$ cat src/rtl/i2c_slave_responder.sv
`default_nettype none
`timescale 1ns/1ps
// +----------------------------------------------------------------------------+
// | i2c_slave_responder : single-address I2C slave with RX/TX byte FIFOs        |
// | rev 1.0                                                                     |
// +----------------------------------------------------------------------------+
module i2c_slave_responder #(
  parameter int DATA_WIDTH          = 8,
  parameter int FIFO_DEPTH          = 16,
  parameter int TRANSFER_DEBUG_MODE = 0
) (
  input  logic                  clk_i,
  input  logic                  rst_i,
  input  logic                  scl_i,
  input  logic                  sda_i,
  output logic                  sda_o,
  input  logic [6:0]            slave_addr,
  input  logic [DATA_WIDTH-1:0] tx_data,
  input  logic                  tx_push,
  output logic [DATA_WIDTH-1:0] rx_data,
  output logic                  rx_valid,
  input  logic                  rx_pop,
  output logic                  tx_full,
  output logic                  rx_full,
  output logic [DATA_WIDTH-1:0] most_recent_xfer,
  output logic                  start_det,
  output logic                  stop_det
);

  localparam int          c_PTR_W    = $clog2(FIFO_DEPTH);
  localparam int          c_CNT_W    = c_PTR_W + 1;
  localparam logic [3:0]  c_LAST_BIT = 4'(DATA_WIDTH - 1);
  localparam logic [3:0]  c_ALL_BITS = 4'(DATA_WIDTH);

  typedef enum logic [2:0] {
    S_IDLE, S_ADDR, S_ADDR_ACK, S_RX, S_RX_ACK, S_TX, S_TX_ACK, S_IGNORE
  } state_t;

  logic r_scl_s1, r_scl_s2, r_scl_d, r_sda_s1, r_sda_s2, r_sda_d;
  state_t r_state;
  logic [3:0] r_bitcnt;
  logic [DATA_WIDTH-2:0] r_shift;
  logic [DATA_WIDTH-1:0] r_txsh, r_txbyte, r_mrx, r_rx_wdata;
  logic r_rw, r_phase, r_ack, r_sda, r_rx_wr, r_start_det, r_stop_det;
  logic [DATA_WIDTH-1:0] r_rx_mem [FIFO_DEPTH];
  logic [DATA_WIDTH-1:0] r_tx_mem [FIFO_DEPTH];
  logic [c_PTR_W-1:0] r_rx_wp, r_rx_rp, r_tx_wp, r_tx_rp;
  logic [c_CNT_W-1:0] r_rx_cnt, r_tx_cnt;

  logic w_scl_rise, w_scl_fall, w_start, w_stop, w_tx_load;
  logic w_rx_push, w_rx_pop, w_tx_push, w_tx_pop, w_rx_full, w_tx_full;
  logic [DATA_WIDTH-1:0] w_tx_byte, w_rx_byte;

  always_ff @(posedge clk_i) begin
    if (rst_i) begin
      {r_scl_s1, r_scl_s2, r_scl_d} <= 3'b111;
      {r_sda_s1, r_sda_s2, r_sda_d} <= 3'b111;
    end else begin
      {r_scl_s1, r_scl_s2, r_scl_d} <= {scl_i, r_scl_s1, r_scl_s2};
      {r_sda_s1, r_sda_s2, r_sda_d} <= {sda_i, r_sda_s1, r_sda_s2};
    end
  end

  assign w_scl_rise = r_scl_s2 & ~r_scl_d;
  assign w_scl_fall = ~r_scl_s2 & r_scl_d;
  assign w_start    = r_scl_s2 & r_scl_d & r_sda_d & ~r_sda_s2;
  assign w_stop     = r_scl_s2 & r_scl_d & ~r_sda_d & r_sda_s2;
  assign w_rx_byte  = {r_shift, r_sda_s2};
  assign w_rx_full  = (r_rx_cnt == c_CNT_W'(FIFO_DEPTH));
  assign w_tx_full  = (r_tx_cnt == c_CNT_W'(FIFO_DEPTH));
  assign w_tx_byte  = (r_tx_cnt != '0) ? r_tx_mem[r_tx_rp] : '1;

  // TX byte is fetched (and the FIFO popped) on the fall that starts its bit 7.
  assign w_tx_load = !w_start && !w_stop && w_scl_fall && r_phase &&
                     ((r_state == S_ADDR_ACK && r_rw) || r_state == S_TX_ACK);

  always_ff @(posedge clk_i) begin
    if (rst_i) begin
      r_state <= S_IDLE;   r_bitcnt <= '0;  r_shift <= '0;  r_txsh <= '0;
      r_txbyte <= '0;      r_mrx <= '0;     r_rx_wdata <= '0;
      r_rw <= 1'b0;        r_phase <= 1'b0; r_ack <= 1'b0;  r_sda <= 1'b1;
      r_rx_wr <= 1'b0;     r_start_det <= 1'b0; r_stop_det <= 1'b0;
    end else begin
      r_rx_wr     <= 1'b0;
      r_start_det <= w_start;
      r_stop_det  <= w_stop;
      if (w_start) begin
        r_state <= S_ADDR; r_bitcnt <= '0; r_phase <= 1'b0; r_sda <= 1'b1;
      end else if (w_stop) begin
        r_state <= S_IDLE; r_sda <= 1'b1;
      end else begin
        case (r_state)
          S_ADDR, S_RX: if (w_scl_rise) begin
            r_shift <= w_rx_byte[DATA_WIDTH-2:0];
            if (r_bitcnt == c_LAST_BIT) begin
              r_bitcnt <= '0;
              r_phase  <= 1'b0;
              if (r_state == S_ADDR) begin
                r_rw    <= r_sda_s2;
                r_state <= (r_shift == slave_addr) ? S_ADDR_ACK : S_IGNORE;
              end else begin
                r_state <= S_RX_ACK;
                r_ack   <= !w_rx_full;
                if (!w_rx_full) begin
                  r_rx_wr    <= 1'b1;
                  r_rx_wdata <= w_rx_byte;
                  r_mrx      <= w_rx_byte;
                end
              end
            end else begin
              r_bitcnt <= r_bitcnt + 1'b1;
            end
          end
          S_ADDR_ACK: if (w_scl_fall) begin
            if (!r_phase) begin
              r_sda <= 1'b0; r_phase <= 1'b1;
            end else if (!r_rw) begin
              r_sda <= 1'b1; r_state <= S_RX;
            end else begin
              r_sda <= w_tx_byte[DATA_WIDTH-1];
              r_txsh <= {w_tx_byte[DATA_WIDTH-2:0], 1'b1};
              r_txbyte <= w_tx_byte; r_bitcnt <= 4'd1; r_state <= S_TX;
            end
          end
          S_RX_ACK: if (w_scl_fall) begin
            if (!r_phase) begin
              r_sda <= !r_ack; r_phase <= 1'b1;
            end else begin
              r_sda <= 1'b1; r_state <= S_RX;
            end
          end
          S_TX: if (w_scl_fall) begin
            if (r_bitcnt == c_ALL_BITS) begin
              r_sda <= 1'b1; r_mrx <= r_txbyte; r_phase <= 1'b0; r_state <= S_TX_ACK;
            end else begin
              r_sda <= r_txsh[DATA_WIDTH-1];
              r_txsh <= {r_txsh[DATA_WIDTH-2:0], 1'b1};
              r_bitcnt <= r_bitcnt + 1'b1;
            end
          end
          S_TX_ACK: if (w_scl_rise) begin
            if (r_sda_s2) r_state <= S_IGNORE;
            else          r_phase <= 1'b1;
          end else if (w_tx_load) begin
            r_sda <= w_tx_byte[DATA_WIDTH-1];
            r_txsh <= {w_tx_byte[DATA_WIDTH-2:0], 1'b1};
            r_txbyte <= w_tx_byte; r_bitcnt <= 4'd1; r_state <= S_TX;
          end
          default: r_sda <= 1'b1;
        endcase
      end
    end
  end

  assign w_rx_push = r_rx_wr && !w_rx_full;
  assign w_rx_pop  = rx_pop && (r_rx_cnt != '0);
  assign w_tx_push = tx_push && !w_tx_full;
  assign w_tx_pop  = w_tx_load && (r_tx_cnt != '0);

  always_ff @(posedge clk_i) begin
    if (w_rx_push) r_rx_mem[r_rx_wp] <= r_rx_wdata;
    if (w_tx_push) r_tx_mem[r_tx_wp] <= tx_data;
  end

  always_ff @(posedge clk_i) begin
    if (rst_i) begin
      r_rx_wp <= '0; r_rx_rp <= '0; r_rx_cnt <= '0;
      r_tx_wp <= '0; r_tx_rp <= '0; r_tx_cnt <= '0;
    end else begin
      if (w_rx_push) r_rx_wp <= r_rx_wp + 1'b1;
      if (w_rx_pop)  r_rx_rp <= r_rx_rp + 1'b1;
      if (w_rx_push && !w_rx_pop)      r_rx_cnt <= r_rx_cnt + 1'b1;
      else if (!w_rx_push && w_rx_pop) r_rx_cnt <= r_rx_cnt - 1'b1;
      if (w_tx_push) r_tx_wp <= r_tx_wp + 1'b1;
      if (w_tx_pop)  r_tx_rp <= r_tx_rp + 1'b1;
      if (w_tx_push && !w_tx_pop)      r_tx_cnt <= r_tx_cnt + 1'b1;
      else if (!w_tx_push && w_tx_pop) r_tx_cnt <= r_tx_cnt - 1'b1;
    end
  end

  if (TRANSFER_DEBUG_MODE != 0) begin : g_xfer_debug
  end

  assign sda_o            = r_sda;
  assign rx_valid         = (r_rx_cnt != '0);
  assign rx_data          = rx_valid ? r_rx_mem[r_rx_rp] : '0;
  assign rx_full          = w_rx_full;
  assign tx_full          = w_tx_full;
  assign most_recent_xfer = r_mrx;
  assign start_det        = r_start_det;
  assign stop_det         = r_stop_det;

endmodule
`default_nettype wire

$ cat config.mk
export PLATFORM = sky130hd
export DESIGN_NAME = i2c_slave_responder
export DESIGN_NICKNAME = d
export VERILOG_FILES = /design/src/rtl/i2c_slave_responder.sv
export SDC_FILE = /design/constraint.sdc
export NUM_CORES = 1
export LEC_CHECK = 0
export CAP_MARGIN = 20
export CORE_ASPECT_RATIO = 1.1
export CORE_MARGIN = 10
export CORE_UTILIZATION = 49
export DETAILED_ROUTE_END_ITERATION = 8
export GPL_ROUTABILITY_DRIVEN = 0
export GPL_TIMING_DRIVEN = 1
export PLACE_DENSITY = 0.65
export SYNTH_ARGS = -nofsm -noshare
export SYNTH_HDL_FRONTEND = slang
export SYNTH_SLANG_ARGS = --single-unit
$ cat constraint.sdc
create_clock -name clk_i -period 4.2 [get_ports clk_i]
set_input_delay 0.63 -clock clk_i [delete_from_list [all_inputs] [get_ports clk_i]]
set_output_delay 0.63 -clock clk_i [all_outputs]
set_load 0.03 [all_outputs]
==> flow_metrics.tcl, run 1 <==
set metrics [dict create \
    dpl_worst_slack_ps 712 \
    clock-root-buffer "clkbuf_16" \
    groute.usage.overall_pct 16.3 \
    cts_tree "yes" \
    rows 65 \
    worstHoldEndpoint "r_scl_s2" \
    grt_setup_unrepaired "false" \
    synth_nets 1015 \
    hold_class "reg -> reg" \
    cpLargestDelayFamily "multiplexers" \
    period_needed_ps 3590 \
    remaining_drc_errors 0 \
    rr_endpoint "r_tx_cnt[4]" \
    fin_util_pct 56.9 \
    core_um2 28800 \
    drv_cap 0 \
    dpl-instance-area_um2 15100 \
    end_kind "primary output" \
    synth-edff-count 256 \
    cp_max_fo 32 \
    seq_power_share_pct 46.6 \
    combPwrFrac_pct 12.9 \
    yosysSeqAreaShare_pct 66.4 \
    start_util_pct 49.9 \
    grt_max_degree 81 \
    routed_wl_um 29600 \
    wl_per_cell_um 20.9 \
    drive_gt1_share_pct 15.9 \
    via_per_inst 5.66 \
    max_freq_mhz 279 \
    firstDrtPassIters 5 \
    fin_crit_sh_pct 85.4 \
    h-tree-depth 2 \
    required_ps 3570 \
    cts_buffers 36 \
    p_sw_share_pct 23.3 \
    finish.instance_area_um2 16400 \
    hpwl_um 18700 \
    hold_viol 0 \
    die_x_um 183 \
    netlist_instances 972 \
    holdBufCountCts 0 \
    yosysUniqueCellTypes 60 \
    crit_arrival_ps 2960 \
    ys_seq_elements 349 \
    worst-r2r-cell-count 12 \
    setup_slack_ps 613 \
    clkLatencyLatePin_ps 520 \
    grt-ovfl-total 0 \
    min_from "r_scl_s1" \
    antenna_cells 0 \
    power_frac_clock_pct 40.6 \
    crit_chain "buf_12 -> mux4_2 -> mux4_2 -> and2_1 -> clkdlybuf4s50_1" \
    cts_sinks 349 \
    p_sw_mw 1.90 \
    syn_area_um2 14400 \
    critPathSlowestCell "clkdlybuf4s50_1" \
    crit_top_cell "mux4_2" \
    ys_warn_count 0 \
    fin_setup_tns_ps 0 \
    relSlewSlack_pct 27.6 \
    cts_buffer_depth 3 \
    synthArstFlopShare_pct 0 \
    clkSlewWorstSetupHoldPaths_ps 60 \
    post_synth.cell_area_avg_um2 14.8 \
    syn_to_final_growth_pct 14.0 \
    r2r_start "r_state[1]" \
    min_path_cells 1 \
    p_leak_nw 5.46 \
    synth_top_flop_cell "edfxtp_1" \
    worst_slew_pin_slew_ps 1080 \
    chipHeight_um 200 \
    startpoint_type "register" \
    portBuffers 42 \
    cts_resized 0 \
    skew_ps 25.4 \
    grt_antenna_before_repair 0 \
    cts_post_setup_buffers_inserted 0 \
    grt_pass1_vias 8114 \
    reg2reg_slack_ps 710 \
    crit_buf_inv 2 \
    setup_viol 0 \
    vias 8004 \
    path_class "reg -> out" \
    pin_count 43 \
    first_iter_violations 550 \
    die_area_um2 36600 \
    run_status "finished clean" \
    nNetsFinal 1062 \
    p_int_mw 6.26 \
    peakVddDrop_mv 0.368 \
    max_stage_delay_ps 590 \
    power_density_nw_per_um2 498 \
    drv_slew 0 \
    grt_pass1_wl_um 46200 \
    ant_nets 0 \
]
final cells by class:
type | instances | area, um^2
clock buffers | 41 | 930
fillers | 2297 | 12400
inverters | 14 | 52.6
repair buffers | 68 | 623
flip-flops and latches | 349 | 9550
multi-input cells | 550 | 4460
clock inverters | 23 | 308
well taps | 368 | 460
cells by family after synthesis:
group,share of synthesized area (%)
xor gates and xnor gates,1.64
DFF,66.4
AOI/OAI and AO/OA,5.37
adders and majority gates,2.02
buffers and inverters,2.60
muxes,13.1
and+or+nand+nor,8.88
through the flow:
step                std cells  power [mW]  hold slack [ps]
finish                   1413        8.17              406
global route             1413        8.49              427
CTS                      1412        8.26              408
detailed placement       1348        4.95              394
global placement         1348        4.93              394
floorplan                 972        4.63              389
worst max path at each step:
stage                        to  slack (ps)        start  cells past startpoint
global placement    r_tx_cnt[4]         830   r_state[1]                     12
global route        r_tx_cnt[4]         420   r_state[1]                     12
detailed placement  r_tx_cnt[4]         710   r_state[1]                     12
CTS                  rx_data[5]         550     register                      5
floorplan           r_rx_cnt[4]        1240  r_rx_cnt[0]                     14
finish               rx_data[5]         610     register                      5
registers in the layout (all words and copies together) (netlist names), 3 cells and up, named ones only:
signal,cells
r_txbyte,8
r_rx_wp,4
r_txsh,8
r_tx_wp,4
r_tx_rp,4
r_state,3
r_rx_mem,128
r_rx_wdata,8
r_tx_cnt,5
r_rx_rp,4
r_rx_cnt,5
r_bitcnt,4
r_tx_mem,128
r_shift,7
most_recent_xfer,8
routing by layer:
metal	GRT usage (%)	share of wire (%)	wire, um
met1	20.0	42	12300
met2	29.2	52	15400
met3	2.85	4.4	1310
met4	4.19	1.8	521
met5	0	0	0
power groups by stage:
| stage | clock network (mW) | registers (mW) | logic [mW] |
|---|---|---|---|
| after floorplan | 0 | 3.86 | 0.767 |
| after global placement | 0 | 3.87 | 1.05 |
| after detailed placement | 0 | 3.88 | 1.07 |
| after CTS | 3.38 | 3.80 | 1.08 |
| after global routing | 3.52 | 3.81 | 1.16 |
| final | 3.31 | 3.80 | 1.05 |
synth_stat cells (6+ instances only):
| library cell | instances | area [um^2] |
|---|---|---|
| mux2_2 | 8 | 90.1 |
| buf_4 | 6 | 45.0 |
| edfxtp_1 | 256 | 7690 |
| nand2b_1 | 11 | 68.8 |
| nor2_1 | 128 | 480 |
| a22oi_1 | 9 | 67.6 |
| o21ai_0 | 22 | 110 |
| dfxtp_1 | 93 | 1860 |
| inv_1 | 14 | 52.6 |
| buf_2 | 12 | 60.1 |
| a21oi_1 | 39 | 195 |
| ha_1 | 20 | 250 |
| xor2_1 | 15 | 131 |
| mux2i_1 | 53 | 531 |
| nand2_1 | 36 | 135 |
| buf_6 | 6 | 67.6 |
| clkbuf_1 | 26 | 97.6 |
| xnor2_1 | 12 | 105 |
| a221oi_1 | 17 | 149 |
| or2_2 | 8 | 50.1 |
| and2_1 | 10 | 62.6 |
| nor2b_1 | 8 | 50.1 |
| a211oi_1 | 9 | 67.6 |
| nor3_1 | 28 | 140 |
| mux4_2 | 56 | 1260 |
placed cells by master, fill, tap and decap left out, types with 4 or more instances in the layout:
cell type        netlist  final
nor3_1                28     27
edfxtp_1             256    256
mux2i_1               53     53
nand3b_1               4      4
a21o_1                 4      4
ha_1                  20     20
clkinv_2               0      7
nor4_1                 5      5
clkbuf_1              26      4
xor2_1                15     15
bufinv_16              0      7
nor2_1               128    128
nand3_1                5      5
or3_1                  4      4
clkinv_1               0      4
mux4_2                56     56
and2_1                10     10
nand4_1                5      5
clkbuf_16              0     36
clkdlybuf4s50_1        0     41
inv_1                 14     14
nand2_1               36     36
buf_4                  6     25
nand2b_1              11     11
a211oi_1               9      9
o21ai_0               22     21
dfxtp_1               93     91
xnor2_1               12     12
a21oi_1               39     39
a22oi_1                9      9
or2_2                  8      8
a221oi_1              17     17
mux2_2                 8      8
nor2b_1                8      8
Note: power is estimated with default switching activity, not from simulation.
==> inputs of run 2 (changes only) <==
--- a/config.mk
+++ b/config.mk
@@ -10,3 +10,4 @@
 export CORE_MARGIN = 10
-export CORE_UTILIZATION = 49
+export CORE_UTILIZATION = 37
+export CTS_CLUSTER_SIZE = 16
 export DETAILED_ROUTE_END_ITERATION = 8
@@ -14,3 +15,3 @@
 export GPL_TIMING_DRIVEN = 1
-export PLACE_DENSITY = 0.65
+export PLACE_DENSITY = 0.52
 export SYNTH_ARGS = -nofsm -noshare
--- a/constraint.sdc
+++ b/constraint.sdc
@@ -3,2 +3,2 @@
 set_output_delay 0.63 -clock clk_i [all_outputs]
-set_load 0.03 [all_outputs]
+set_load 0.005 [all_outputs]
==> flow_metrics.tcl, run 2 (same netlist as run 1, synthesis figures left out) <==
set metrics [dict create \
    p_leak_nw 5.45 \
    holdBufCountCts 0 \
    period_needed_ps 3510 \
    grt-ovfl-total 0 \
    nNetsFinal 1064 \
    cts_buffers 38 \
    ff_latch_area_um2 9550 \
    required_ps 3570 \
    run_status "finished clean" \
    h-tree-depth 2 \
    clkLatencyLatePin_ps 560 \
    layoutNonFillerInstCount 1551 \
    max_freq_mhz 285 \
    layout_common_cells "256 x edfxtp_1, 128 x nor2_1, 91 x dfxtp_1" \
    pin_count 43 \
    cts_post_setup_buffers_inserted 0 \
    mostFrequentLayoutCell "edfxtp_1" \
    p_sw_share_pct 23.4 \
    cts_resized 0 \
    chipHeight_um 227 \
    p_int_mw 6.17 \
    clock-root-buffer "clkbuf_16" \
    antenna_cells 0 \
    cp_max_fo 32 \
    hold_viol 0 \
    core_um2 38300 \
    path_class "reg -> out" \
    cts_tree "yes" \
    routed_wl_um 30900 \
    peakVddDrop_mv 0.356 \
    fin_crit_sh_pct 83.6 \
    setup_viol 0 \
    holdWs_ps 412 \
    rows 75 \
    fin_setup_tns_ps 0 \
    drv_cap 0 \
    p_sw_mw 1.89 \
    ant_nets 0 \
    grt_pass1_vias 8082 \
    combPwrFrac_pct 12.0 \
    startpoint_type "register" \
    die_x_um 208 \
    dpl-instance-area_um2 15300 \
    clkSlewWorstSetupHoldPaths_ps 60 \
    cts_buffer_depth 3 \
    power_frac_clock_pct 40.8 \
    drive_gt1_share_pct 15.4 \
    skew_ps 18.4 \
    cts_sinks 349 \
    grt_antenna_before_repair 0 \
    end_kind "primary output" \
    hpwl_um 20200 \
    worst_slew_pin_slew_ps 890 \
    place_inst 1481 \
    firstDrtPassIters 4 \
    finish.instance_area_um2 16500 \
    power_density_nw_per_um2 487 \
    groute.usage.overall_pct 13.3 \
    via_per_inst 5.08 \
    first_iter_violations 563 \
    portBuffers 42 \
    multi_input_area_um2 4460 \
    min_from "r_sda_s1" \
    fillers 3471 \
    report.power.total_mw 8.06 \
    dpl_worst_slack_ps 841 \
    drv_slew 0 \
    vias 7880 \
    grt_pass1_wl_um 48800 \
    seq_power_share_pct 47.2 \
    start_util_pct 37.6 \
    top_regs "r_rx_mem x128, r_tx_mem x128" \
    hold_class "reg -> reg" \
    relSlewSlack_pct 40.4 \
    grt_max_degree 81 \
    die_area_um2 47200 \
    fin_util_pct 43.2 \
    r2r_start "r_state[1]" \
    wl_per_cell_um 19.9 \
    remaining_drc_errors 0 \
    grt_setup_unrepaired "false" \
    setup_slack_ps 690 \
    crit_arrival_ps 2880 \
    syn_to_final_growth_pct 15.1 \
]
==> run 2: cell types whose count changed in the layout (fill, tap and decap cells not counted), moves of 2 or more <==
cell	change
clkbuf_1	+7
clkbuf_8	+2
clkinvlp_4	-2
clkbuf_16	+4
clkinv_2	-3
bufinv_16	-5
clkinv_1	+2
==> run 2: final timing paths <==
path	endpoint	slack, ps	depth (start not counted)
max	rx_data[5]	690	5
min	r_sda_s2	410	1
max reg2reg	r_tx_cnt[4]	790	13
min reg2reg	r_sda_s2	410	1
==> run 2: metal layers <==
layer / routed length, um / GRT usage (%) / vias to the layer above
met5: 0 / 0 / -
met4: 768 / 4.33 / 0
met3: 1170 / 2.88 / 50
met2: 15800 / 23.0 / 119
met1: 13200 / 16.2 / 3940
li1: - / - / 3771
==> run 2: final cells by class <==
class | instances | area share [%]
Sequential cell | 349 | 57.7
Multi-Input combinational cell | 550 | 26.9
Clock buffer | 54 | 6.55
Tap cell | 500 | 3.78
Timing Repair Buffer | 68 | 3.77
Clock inverter | 16 | 0.930
Inverter | 14 | 0.318
==> run 2: critical path: stages, from the launching register on <==
cell	delay [ps]
dfxtp_2	340
buf_12	260
mux4_2	590
mux4_2	500
and2_1	180
clkdlybuf4s50_1	440
==> run 2: power by group through the flow <==
stage / clock (mW) / combinational [mW] / sequential, mW
3_3_place_gp: 0 / 0.986 / 3.87
6_report: 3.29 / 0.968 / 3.80
4_1_cts: 3.39 / 0.996 / 3.80
2_1_floorplan: 0 / 0.661 / 3.86
5_1_grt: 3.53 / 1.07 / 3.81
3_5_place_dp: 0 / 0.993 / 3.87
==> inputs of run 3 (changes only) <==
clock period = 3.35 ns   (was 4.2 ns; I/O delays follow)
==> flow_metrics.tcl, run 3 (same netlist as run 1, synthesis figures left out) <==
set metrics [dict create \
    run_status "finished clean" \
    crit_arrival_ps 2730 \
    holdBufCountCts 0 \
    h-tree-depth 2 \
    period_needed_ps 3230 \
    max_freq_mhz 309 \
    startpoint_type "register" \
    hold_class "reg -> reg" \
    fin_setup_tns_ps 0 \
    required_ps 2850 \
    worst_slew_pin_slew_ps 837 \
    syn_to_final_growth_pct 16.9 \
    cts_buffers 37 \
    nNetsFinal 1094 \
    first_iter_violations 591 \
    grt_pass1_wl_um 49100 \
    finish.instance_area_um2 16800 \
    max_stage_delay_ps 510 \
    core_um2 38300 \
    grt_max_degree 81 \
    clkLatencyLatePin_ps 530 \
    via_per_inst 5.13 \
    pin_count 43 \
    clkSlewWorstSetupHoldPaths_ps 60 \
    hold_viol 0 \
    grt-ovfl-total 0 \
    chipHeight_um 227 \
    portBuffers 42 \
    p_leak_nw 5.64 \
    min_path_cells 1 \
    path_class "reg -> out" \
    rr_endpoint "r_rx_cnt[4]" \
    cts_buffer_depth 3 \
    cts_tree "yes" \
    fin_crit_sh_pct 96.5 \
    die_area_um2 47200 \
    antenna_cells 0 \
    dpl-instance-area_um2 15500 \
    critPathSlowestCell "mux4_2" \
    layout_common_cells "256 x edfxtp_1, 128 x nor2_1, 91 x dfxtp_1" \
    crit_top_cell "mux4_2" \
    end_kind "primary output" \
    setup_viol 0 \
    ant_nets 0 \
    remaining_drc_errors 0 \
    hpwl_um 20300 \
    skew_ps 21.9 \
    cp_max_fo 8 \
    drive_gt1_share_pct 18.2 \
    grt_setup_unrepaired "false" \
    firstDrtPassIters 6 \
    top_regs "r_rx_mem x128, r_tx_mem x128" \
    relSlewSlack_pct 44.2 \
    fillers 3392 \
    clock-root-buffer "clkbuf_16" \
    min_from "r_sda_s1" \
    vias 8090 \
    cts_sinks 349 \
    power_density_nw_per_um2 599 \
    worstHoldEndpoint "r_sda_s2" \
    mostFrequentLayoutCell "edfxtp_1" \
    crit_chain "buf_12 -> mux4_2 -> mux4_2 -> and2_1 -> clkdlybuf4s50_1" \
    start_util_pct 37.6 \
    die_x_um 208 \
    routed_wl_um 32000 \
    peakVddDrop_mv 0.445 \
    grt_antenna_before_repair 0 \
    r2r_start "r_rx_cnt[0]" \
    rows 75 \
    reg2reg_slack_ps 450 \
    groute.usage.overall_pct 13.4 \
    drv_cap 0 \
    wl_per_cell_um 20.3 \
    worst-r2r-cell-count 12 \
    drv_slew 0 \
    grt_pass1_vias 8213 \
]
run 3: cell types whose count changed in the layout (fill, tap and decap cells not counted), sizes merged:
cell / before / now
buf: 27 / 58
inv: 15 / 16
clkdlybuf4s50: 41 / 35
clkinv: 12 / 6
clkbuf: 54 / 55
dlygate4sd2: 0 / 6
run 3: through the flow:
stage | hold WS, ps | worst slack [ps] | utilization (%) | power, mW | instances
3_3_place_gp | 401 | 441 | 40.6 | 6.10 | 1509
5_1_grt | 422 | 28.2 | 43.9 | 10.5 | 1578
4_1_cts | 411 | 0.796 | 44.0 | 10.2 | 1579
2_1_floorplan | 389 | 515 | - | 5.67 | 972
3_5_place_dp | 398 | 423 | 40.6 | 6.11 | 1509
6_report | 407 | 117 | 43.9 | 10.1 | 1578
run 3: where the power goes:
| group | internal (mW) | total, mW | switching (mW) | leakage, nW |
|---|---|---|---|---|
| combinational | 0.648 | 1.25 | 0.601 | 1.96 |
| clock | 2.40 | 4.04 | 1.65 | 0.590 |
| sequential | 4.70 | 4.78 | 0.0748 | 3.10 |
run 3: routing by layer:
metal	wire, um	vias to the layer above	GRT usage (%)	share of wire, %
met5	0	-	0	0
met4	774	0	4.44	2.4
met3	1230	51	2.20	3.9
met2	16300	142	23.7	51
met1	13600	4067	16.4	43
li1	-	3830	-	-
run 3: layout make-up:
class                           instances  area (um^2)  area share [%]
Clock buffer                           55         1080            6.45
Clock inverter                         11          118           0.700
Sequential cell                       349         9550            56.8
Timing Repair Buffer                   99          918            5.46
Tap cell                              500          626            3.72
Multi-Input combinational cell        550         4460            26.5
Inverter                               14         52.6           0.313
run 3: what timing repair did:
action                     4_1_cts  5_1_grt
setup endpoints to repair        4        1
buffers inserted                 2        0
gates resized for setup          9        0
cloned                           2        0
run 3: worst max-delay path by stage:
| stage | end | cells past startpoint | slack [ps] | startpoint |
|---|---|---|---|---|
| 2_1_floorplan | r_tx_cnt[4] | 15 | 520 | r_state[1] |
| 3_3_place_gp | r_rx_cnt[4] | 11 | 440 | rx_pop |
| 3_5_place_dp | r_rx_cnt[4] | 11 | 420 | rx_pop |
| 4_1_cts | rx_data[0] | 6 | 0.8 | register |
| 5_1_grt | rx_data[2] | 5 | 30 | register |
| 6_report | rx_data[2] | 5 | 120 | register |
run 3: critical path, delay by kind of cell, from the launching register on:
family / cells / cell delay, ps
buffers and inverters: 2 / 610
DFF: 1 / 410
muxes: 2 / 1010
and+or+nand+nor: 1 / 180
